<file path="config.mk">
export PLATFORM = sky130hd
export DESIGN_NAME = spi_dac_tx
export DESIGN_NICKNAME = d
export VERILOG_FILES = /design/src/rtl/audio_spi_pkg.sv /design/src/rtl/spi_clk_div.sv /design/src/rtl/spi_dac_tx.sv
export SDC_FILE = /design/constraint.sdc
export NUM_CORES = 1
export LEC_CHECK = 0
export ABC_CLOCK_PERIOD_IN_PS = 2210
export CAP_MARGIN = 0
export CORE_AREA = 2 2 61 63
export CTS_CLUSTER_SIZE = 16
export DETAILED_ROUTE_END_ITERATION = 12
export DIE_AREA = 0 0 63 65
export PLACE_DENSITY = 0.7
export SETUP_SLACK_MARGIN = 0.4
export SYNTH_ARGS = -nofsm -noshare
export SYNTH_HDL_FRONTEND = slang
export SYNTH_SLANG_ARGS = --single-unit
</file>
<file path="constraint.sdc">
create_clock -name clk -period 2.21 [get_ports clk]
set_clock_uncertainty 0.1 [all_clocks]
set_input_delay 0.5525 -clock clk [delete_from_list [all_inputs] [get_ports clk]]
set_output_delay 0.5525 -clock clk [all_outputs]
set_load 0.1 [all_outputs]
</file>
<file path="src/rtl/audio_spi_pkg.sv">
// audio_spi_pkg
// Shared constants for the audio SPI converters on the clk_135_w domain.
// The DAC transmit path (spi_dac_tx) uses the state enum, the frame bit
// positions and the frame-builder helper. The ADC receive path shares the
// same 16-bit framing and data width.
package audio_spi_pkg;

    // DAC transmit FSM states. Exposed on the debug port of spi_dac_tx.
    typedef enum logic [1:0] {
        DAC_IDLE    = 2'd0,
        DAC_SHIFT   = 2'd1,
        DAC_CS_HOLD = 2'd2,
        DAC_LDAC    = 2'd3
    } dac_state_e;

    // DAC command frame layout, MSB shifted first.
    localparam int DAC_FRAME_W    = 16;
    localparam int DAC_BIT_CHAN   = 15;
    localparam int DAC_BIT_BUF    = 14;
    localparam int DAC_BIT_GA_N   = 13;
    localparam int DAC_BIT_SHDN_N = 12;
    localparam int DAC_DATA_MSB   = 11;
    localparam int DAC_DATA_LSB   = 0;
    localparam int DAC_DATA_W     = 12;

    // Counter widths for the DAC transmitter.
    localparam int DAC_DIV_W     = 8;
    localparam int DAC_BIT_CNT_W = 4;

    // ADC receive path: same frame length and sample width as the DAC.
    localparam int ADC_FRAME_W  = 16;
    localparam int ADC_DATA_W   = 12;
    localparam int ADC_DATA_MSB = 11;

    // Build the 16-bit DAC command word from the control bits and a sample.
    function automatic logic [DAC_FRAME_W-1:0] dac_frame(
        input logic                  channel,
        input logic                  vref_buf,
        input logic                  ga_n,
        input logic                  shdn_n,
        input logic [DAC_DATA_W-1:0] data
    );
        logic [DAC_FRAME_W-1:0] f;
        f                            = '0;
        f[DAC_BIT_CHAN]              = channel;
        f[DAC_BIT_BUF]               = vref_buf;
        f[DAC_BIT_GA_N]              = ga_n;
        f[DAC_BIT_SHDN_N]            = shdn_n;
        f[DAC_DATA_MSB:DAC_DATA_LSB] = data;
        return f;
    endfunction

endpackage

</file>
<file path="src/rtl/spi_clk_div.sv">
// spi_clk_div
// Half-period tick generator for the DAC serial clock.
// Ports:
//   clk     - clock
//   reset_n - asynchronous active-low reset
//   clear   - synchronous restart of the count (asserted on state entry)
//   tick    - high on the last clk cycle of each DIV-cycle half period
module spi_clk_div
    import audio_spi_pkg::*;
#(
    parameter int unsigned DIV = 2
) (
    input  logic clk,
    input  logic reset_n,
    input  logic clear,
    output logic tick
);

    localparam logic [DAC_DIV_W-1:0] LAST = DAC_DIV_W'(DIV - 1);

    logic [DAC_DIV_W-1:0] count;

    // tick depends only on the count register, so the parent may derive
    // clear from its next-state logic without forming a combinational loop.
    assign tick = (count == LAST);

    always_ff @(posedge clk or negedge reset_n) begin
        if (!reset_n) begin
            count <= '0;
        end else if (clear || tick) begin
            count <= '0;
        end else begin
            count <= count + 1'b1;
        end
    end

endmodule

</file>
<file path="src/rtl/spi_dac_tx.sv">
// spi_dac_tx
// Serialises 12-bit audio samples into 16-bit DAC command frames (SPI mode 0,
// MSB first), then pulses the DAC latch strobe.
// Handshake: a sample transfers on the clk edge where sample_valid and
// sample_ready are both high; sample_ready is high only while idle, and a
// valid offered while busy is dropped (no queuing, no stall).
// Ports:
//   clk, reset_n         - clock, asynchronous active-low reset
//   sample, sample_valid - offered audio sample
//   sample_ready         - block is idle and will take a sample this edge
//   dac_cs_n, dac_sck,
//   dac_mosi, dac_ldac_n - registered SPI/latch outputs to the DAC
//   done                 - one-cycle pulse on the final latch-strobe cycle
//   state                - FSM state, for debug and checker binding
module spi_dac_tx
    import audio_spi_pkg::*;
#(
    parameter int unsigned CLK_DIV = 2,
    parameter logic        CHANNEL = 1'b0,
    parameter logic        BUF     = 1'b0,
    parameter logic        GA_N    = 1'b1,
    parameter logic        SHDN_N  = 1'b1
) (
    input  logic                  clk,
    input  logic                  reset_n,
    input  logic [DAC_DATA_W-1:0] sample,
    input  logic                  sample_valid,
    output logic                  sample_ready,
    output logic                  dac_cs_n,
    output logic                  dac_sck,
    output logic                  dac_mosi,
    output logic                  dac_ldac_n,
    output logic                  done,
    output dac_state_e            state
);

    dac_state_e                 state_q, state_d;
    logic [DAC_FRAME_W-1:0]     frame_q, frame_d;
    logic [DAC_BIT_CNT_W-1:0]   bit_q, bit_d;
    logic                       cs_n_d, sck_d, mosi_d, ldac_n_d;
    logic                       tick;
    logic                       div_clear;
    logic                       transfer;

    assign sample_ready = (state_q == DAC_IDLE);
    assign transfer     = sample_valid && sample_ready;
    assign done         = (state_q == DAC_LDAC) && tick;
    assign state        = state_q;

    // Restart the half-period count on every state change and hold it at
    // zero while idle, so each state starts with a full CLK_DIV interval.
    assign div_clear = (state_d != state_q) || (state_q == DAC_IDLE);

    spi_clk_div #(
        .DIV (CLK_DIV)
    ) u_clk_div (
        .clk     (clk),
        .reset_n (reset_n),
        .clear   (div_clear),
        .tick    (tick)
    );

    always_comb begin
        state_d  = state_q;
        frame_d  = frame_q;
        bit_d    = bit_q;
        cs_n_d   = dac_cs_n;
        sck_d    = dac_sck;
        mosi_d   = dac_mosi;
        ldac_n_d = dac_ldac_n;

        case (state_q)
            DAC_IDLE: begin
                cs_n_d   = 1'b1;
                sck_d    = 1'b0;
                mosi_d   = 1'b0;
                ldac_n_d = 1'b1;
                if (transfer) begin
                    frame_d = dac_frame(CHANNEL, BUF, GA_N, SHDN_N, sample);
                    bit_d   = DAC_BIT_CNT_W'(DAC_FRAME_W - 1);
                    state_d = DAC_SHIFT;
                    cs_n_d  = 1'b0;
                    mosi_d  = frame_d[DAC_FRAME_W-1];
                end
            end

            DAC_SHIFT: begin
                if (tick) begin
                    if (!dac_sck) begin
                        // End of low phase: rising edge, data already stable.
                        sck_d = 1'b1;
                    end else begin
                        // End of high phase: falling edge and next bit.
                        // bit_q wraps 0 -> 15 here only, on exit from SHIFT.
                        sck_d = 1'b0;
                        bit_d = bit_q - 1'b1;
                        if (bit_q == '0) begin
                            state_d = DAC_CS_HOLD;
                            mosi_d  = 1'b0;
                        end else begin
                            mosi_d = frame_q[bit_d];
                        end
                    end
                end
            end

            DAC_CS_HOLD: begin
                sck_d  = 1'b0;
                mosi_d = 1'b0;
                if (tick) begin
                    state_d  = DAC_LDAC;
                    cs_n_d   = 1'b1;
                    ldac_n_d = 1'b0;
                end
            end

            DAC_LDAC: begin
                if (tick) begin
                    state_d  = DAC_IDLE;
                    ldac_n_d = 1'b1;
                end
            end

            default: begin
                state_d = DAC_IDLE;
            end
        endcase
    end

    always_ff @(posedge clk or negedge reset_n) begin
        if (!reset_n) begin
            state_q    <= DAC_IDLE;
            frame_q    <= '0;
            bit_q      <= '0;
            dac_cs_n   <= 1'b1;
            dac_sck    <= 1'b0;
            dac_mosi   <= 1'b0;
            dac_ldac_n <= 1'b1;
        end else begin
            state_q    <= state_d;
            frame_q    <= frame_d;
            bit_q      <= bit_d;
            dac_cs_n   <= cs_n_d;
            dac_sck    <= sck_d;
            dac_mosi   <= mosi_d;
            dac_ldac_n <= ldac_n_d;
        end
    end

endmodule

</file>
# Word level (Yosys, flattened, before mapping)
# Index checks and enable logic that the tools add are counted.
# W data, S select, Z words.
# word_totals
inputBits	15
elab_cells	64
out_inout_bits	8
ff_bits	31
# classes
n_eq_ne	10
addsub	2
reduce_logical	17
n_mux	26
magnitude_cmp	1
# ops
cell	count
$mux W2	6
$mux W4	3
$mux W1	9
$add A8 B1 Y8 const B	1
$eq A8 B1 Y1 const B	1
$mux W8	1
$ne A2 B2 Y1 const B	4
$pmux W2 S4	1
$pmux W4 S2	1
$pmux W1 S2	3
$reduce_and A2 Y1	3
$reduce_and A3 Y1	2
$reduce_bool A2 Y1	3
$lt A4 B5 Y1 const B	1
$bmux W1 S4	1
$eq A2 B2 Y1 const B	2
$logic_not A4 Y1	1
$reduce_and A4 Y1	1
$sub A4 B1 Y4 const B	1
$pmux W1 S3	1
$reduce_bool A3 Y1	1
$eq A2 B1 Y1 const B	1
$logic_and A1 B1 Y1	2
$logic_not A2 Y1	1
4 further kinds	5

# Depth between registers and ports, before layout
# logic_depth
ltp_word	9
mapped_depth	7
ltp_nobuf	6

# Hierarchy
# A second synthesis with hierarchy kept.
# hier_totals
hier_cells	134
area_unflattened_um2	1549.0
# modules_own_cells
mod	instances	seq_area_each_um2	area_each_um2	cells_each
spi_dac_tx	1	578.1	1141.1	95
spi_clk_div	1	200.2	407.9	39

# Worst setup path before layout
# OpenSTA, ideal clock, no wires.
# synth_timing
path_kind	register to register
from	register state_q[1] (netlist: state[1])
to	register frame_q[10]
path_slack_ps	-1234
setup_ps	117
synth_period_minus_slack_ps	3444
stages_incl_launch_ff	7
required_ps	1993
t_arrival_ps	3227
path_buffers	2
path_cell_list	dfrtp_1 clkbuf_1 nor2_1 nand2_1 clkbuf_1 nand2_1 nand2_1
# synth_via
elab_chain_cells	3
# synth_rtl
element	line	text
start, declared	spi_dac_tx.sv:37	dac_state_e state_q, state_d;
start signal, assigned	spi_dac_tx.sv:140	state_q <= state_d;
$logic_not A2 Y1 (*)	spi_dac_tx.sv:45	assign sample_ready = (state_q == DAC_IDLE);
via sample_ready	spi_dac_tx.sv:28	output logic sample_ready,
$logic_and A1 B1 Y1	spi_dac_tx.sv:46	assign transfer = sample_valid && sample_ready;
$reduce_and A2 Y1 (no source line) (*)	n/a	
end signal, assigned	spi_dac_tx.sv:141	frame_q <= frame_d;
end, declared	spi_dac_tx.sv:38	logic [DAC_FRAME_W-1:0] frame_q, frame_d;
# The timed path passes the listed nets; every way through them passes the cells marked *.
# A chain may end at the register's enable or synchronous reset.

# Final worst setup path
# layout_timing
from	register u_clk_div.count[1]
to	output done
# layout_via
elab_chain_cells	2
# layout_rtl
element	line	text
start, declared	spi_clk_div.sv:21	logic [DAC_DIV_W-1:0] count;
start signal, assigned	spi_clk_div.sv:33	count <= count + 1'b1;
$eq A8 B1 Y1	spi_clk_div.sv:25	assign tick = (count == LAST);
$logic_and A1 B1 Y1	spi_dac_tx.sv:47	assign done = (state_q == DAC_LDAC) && tick;
end, declared	spi_dac_tx.sv:33	output logic done,
# Every way passes these cells.

==> results_dict.tcl <==
set metrics [dict create \
    drive_above_1_share 0.294 \
    clk_pin_slew_ns 0.09 \
    netlist.area_leader.share 0.481 \
    vdd_drop_max_mv 0.782 \
    worstPathRequired_ns 1.56 \
    finalCriticalPeriod_ns 2.42 \
    yosysUniqueCellTypes 38 \
    synth_area_mm2 0.00151 \
    crit_type "reg2out" \
    num_io_pins 23 \
    cap_violations 0 \
    yosys_most_used_dff "dfrtp_1" \
    ys_ff_latch 31 \
    slew_headroom 0.684 \
    rsz0062_at_grt "true" \
    numCtsBuffers 5 \
    r2r_start "u_clk_div.count[1]" \
    slowest_stage "dfrtp_1" \
    synthCells 152 \
    top_layer_used "met4" \
    vias 1241 \
    cpPeakStageDelay_ns 0.39 \
    dp_cells 221 \
    hold_path.class "reg2reg" \
    totalWireLength_um 3360 \
    grt_pass1_vias 1339 \
    cellPowerDensity_mw_per_mm2 1150 \
    htree_num_levels 2 \
    cts_hold_buf 0 \
    wl_per_cell_um 13.9 \
    crit_chain "inv_1 -> ha_1 -> or3b_4 -> nor2_4 -> and3_4 -> buf_12" \
    worstPathMaxFanout 2 \
    cp_top_family "simple AND/OR/NAND/NOR gates" \
    yosysMostFrequentCell "nand2_1" \
    grt_use_total 0.190 \
    worstSkewPairLatency_ns 0.33 \
    firstDrtPassIters 4 \
    die_w_um 63 \
    synth_top_cells_by_area "dfrtp_1 48%, nand2_1 10%, xor2_1 4.1%, dfstp_2 3.5%, nor2_1 3.5%" \
    antennaDiodeCount 0 \
    drt_iter0_drc 97 \
    grt_pass1_wl_um 5990 \
    violations "setup timing" \
    yosysSeqAreaShare 0.516 \
    crit_arrival_ns 1.76 \
    cp-start-kind "register" \
    leakagePower_nw 0.976 \
    syn_area_per_cell_um2 9.92 \
    ant_nets 0 \
    synthArstFlopShare 1.00 \
    antenna_found_initial 0 \
    detail_route.vias_per_cell 5.13 \
    fin_ws_ns -0.206 \
    cp-end-kind "output port" \
    cts.path.max_buffers 2 \
    synth_top_cell_by_area "dfrtp_1" \
    place_ws_ns 0.102 \
    worstHoldStart "frame_q[12]" \
    fillers 292 \
    nets 211 \
    fp.dieH_um 65 \
    dieArea_mm2 0.00410 \
    start_util 0.431 \
    portBuffers 22 \
    hold_slack_ns 0.381 \
    synth_nets 170 \
    cp_num_buf_inv 2 \
    final-max-slew-violation-count 0 \
    synth-edff-count 0 \
    wl_met2_um 1820 \
    r2r_setup_slack_ns 0.02 \
    finish.utilization 0.597 \
    wl_met1_um 1350 \
    dp_hpwl_um 2310 \
    grt_start_max_net_pins 24 \
    fp-row-count 22 \
    area_growth_pct 38.3 \
    gp_congestion 0.852 \
    startpoint "u_clk_div.count[1]" \
    hold_viol 0 \
    synthTopCellsByCount "42 x nand2_1, 29 x dfrtp_1, 14 x nor2_1" \
    layout.cells.non_filler 242 \
    cts.sinks 31 \
    tightest_slew_ns 0.471 \
    setup_violations 1 \
    root_buffer "clkbuf_4" \
    drc 0 \
    ys_warn_count 0 \
    dr_wl_met3_um 148 \
    cts_tree "yes" \
    fmax_ghz 0.414 \
    period_share 1.09 \
    grt.overflow.total 0 \
    status "finished, violations left" \
    coreArea_mm2 0.00350 \
]
==> placed cells by master, fill, tap and decap left out, types with 2 or more instances in the layout <==
| cell | n |
|---|---|
| and3_1 | 2 |
| dfrtp_4 | 2 |
| dfrtp_1 | 26 |
| and2b_2 | 2 |
| dfstp_2 | 2 |
| a21oi_1 | 4 |
| buf_4 | 16 |
| nor2_1 | 12 |
| o21ai_1 | 4 |
| mux4_2 | 2 |
| nor3_1 | 2 |
| clkbuf_1 | 2 |
| nor2_4 | 2 |
| nand3_1 | 6 |
| inv_1 | 4 |
| clkdlybuf4s50_1 | 14 |
| ha_1 | 3 |
| buf_6 | 2 |
| buf_12 | 7 |
| clkbuf_4 | 5 |
| nand2_1 | 41 |
| xor2_1 | 7 |
| xnor2_1 | 2 |
==> metal layers <==
layer	global-route usage	vias to the layer above
met2	0.339	31
met3	0.0399	4
met4	0.0889	0
met5	0	-
met1	0.218	613
li1	-	593
==> layout make-up <==
cell class	instances	area, um2	area share
sequential	31	787	0.377
multi-input combinational	112	751	0.360
timing repair buffer	39	423	0.203
tap	48	60.1	0.0288
clock buffer	7	45.0	0.0216
inverter	4	15.0	0.00720
clock inverter	1	5.00	0.00240
==> power breakdown <==
group | total, mW | internal, mW | leakage, nW | switching (mW)
logic | 1.15 | 0.548 | 0.572 | 0.600
clock network | 0.308 | 0.124 | 0.0293 | 0.184
registers | 0.940 | 0.770 | 0.375 | 0.170
==> cell families (layout without fill, tap and decap cells) <==
group,Yosys count,count (layout),share of synthesized area
and+or+nand+nor,78,78,0.239
DFF,31,31,0.516
AOI/OAI and AO/OA,17,17,0.0788
xor gates and xnor gates,9,9,0.0523
buffers and inverters,9,51,0.0282
muxes,5,5,0.0606
adders and majority gates,3,3,0.0249
==> stage by stage <==
stage                     power, mW  instance area (um2)  TNS, ns
after floorplan                1.68                 1590        0
after CTS                      2.39                 2040   -0.213
after global placement         1.95                 1900        0
after global routing           2.56                 2090   -0.452
final                          2.40                 2090   -0.206
after detailed placement       2.00                 1900        0
==> what timing repair did <==
action / in CTS / in global routing
buffers inserted: 10 / 3
endpoints found under the hold margin: 0 / 0
endpoints found under the setup margin: 15 / 19
pin swaps: 3 / 7
gates resized for setup: 3 / 6
==> state kept, by name, indices dropped and copies added (netlist names) <==
name	cells
bit_q	4
state	2
u_clk_div.count	8
dac_mosi	1
dac_ldac_n	1
dac_sck	1
dac_cs_n	1
frame_q	13
==> path summary, 6_finish.rpt <==
path,end,cells after the start
setup / recovery,done,6
hold / removal,frame_q[12],1
setup reg to reg,bit_q[2],7
hold reg to reg,frame_q[12],1
max in group asynchronous,dac_ldac_n,3
min in group asynchronous,frame_q[1],2
Note: power is estimated with default switching activity, not from simulation.
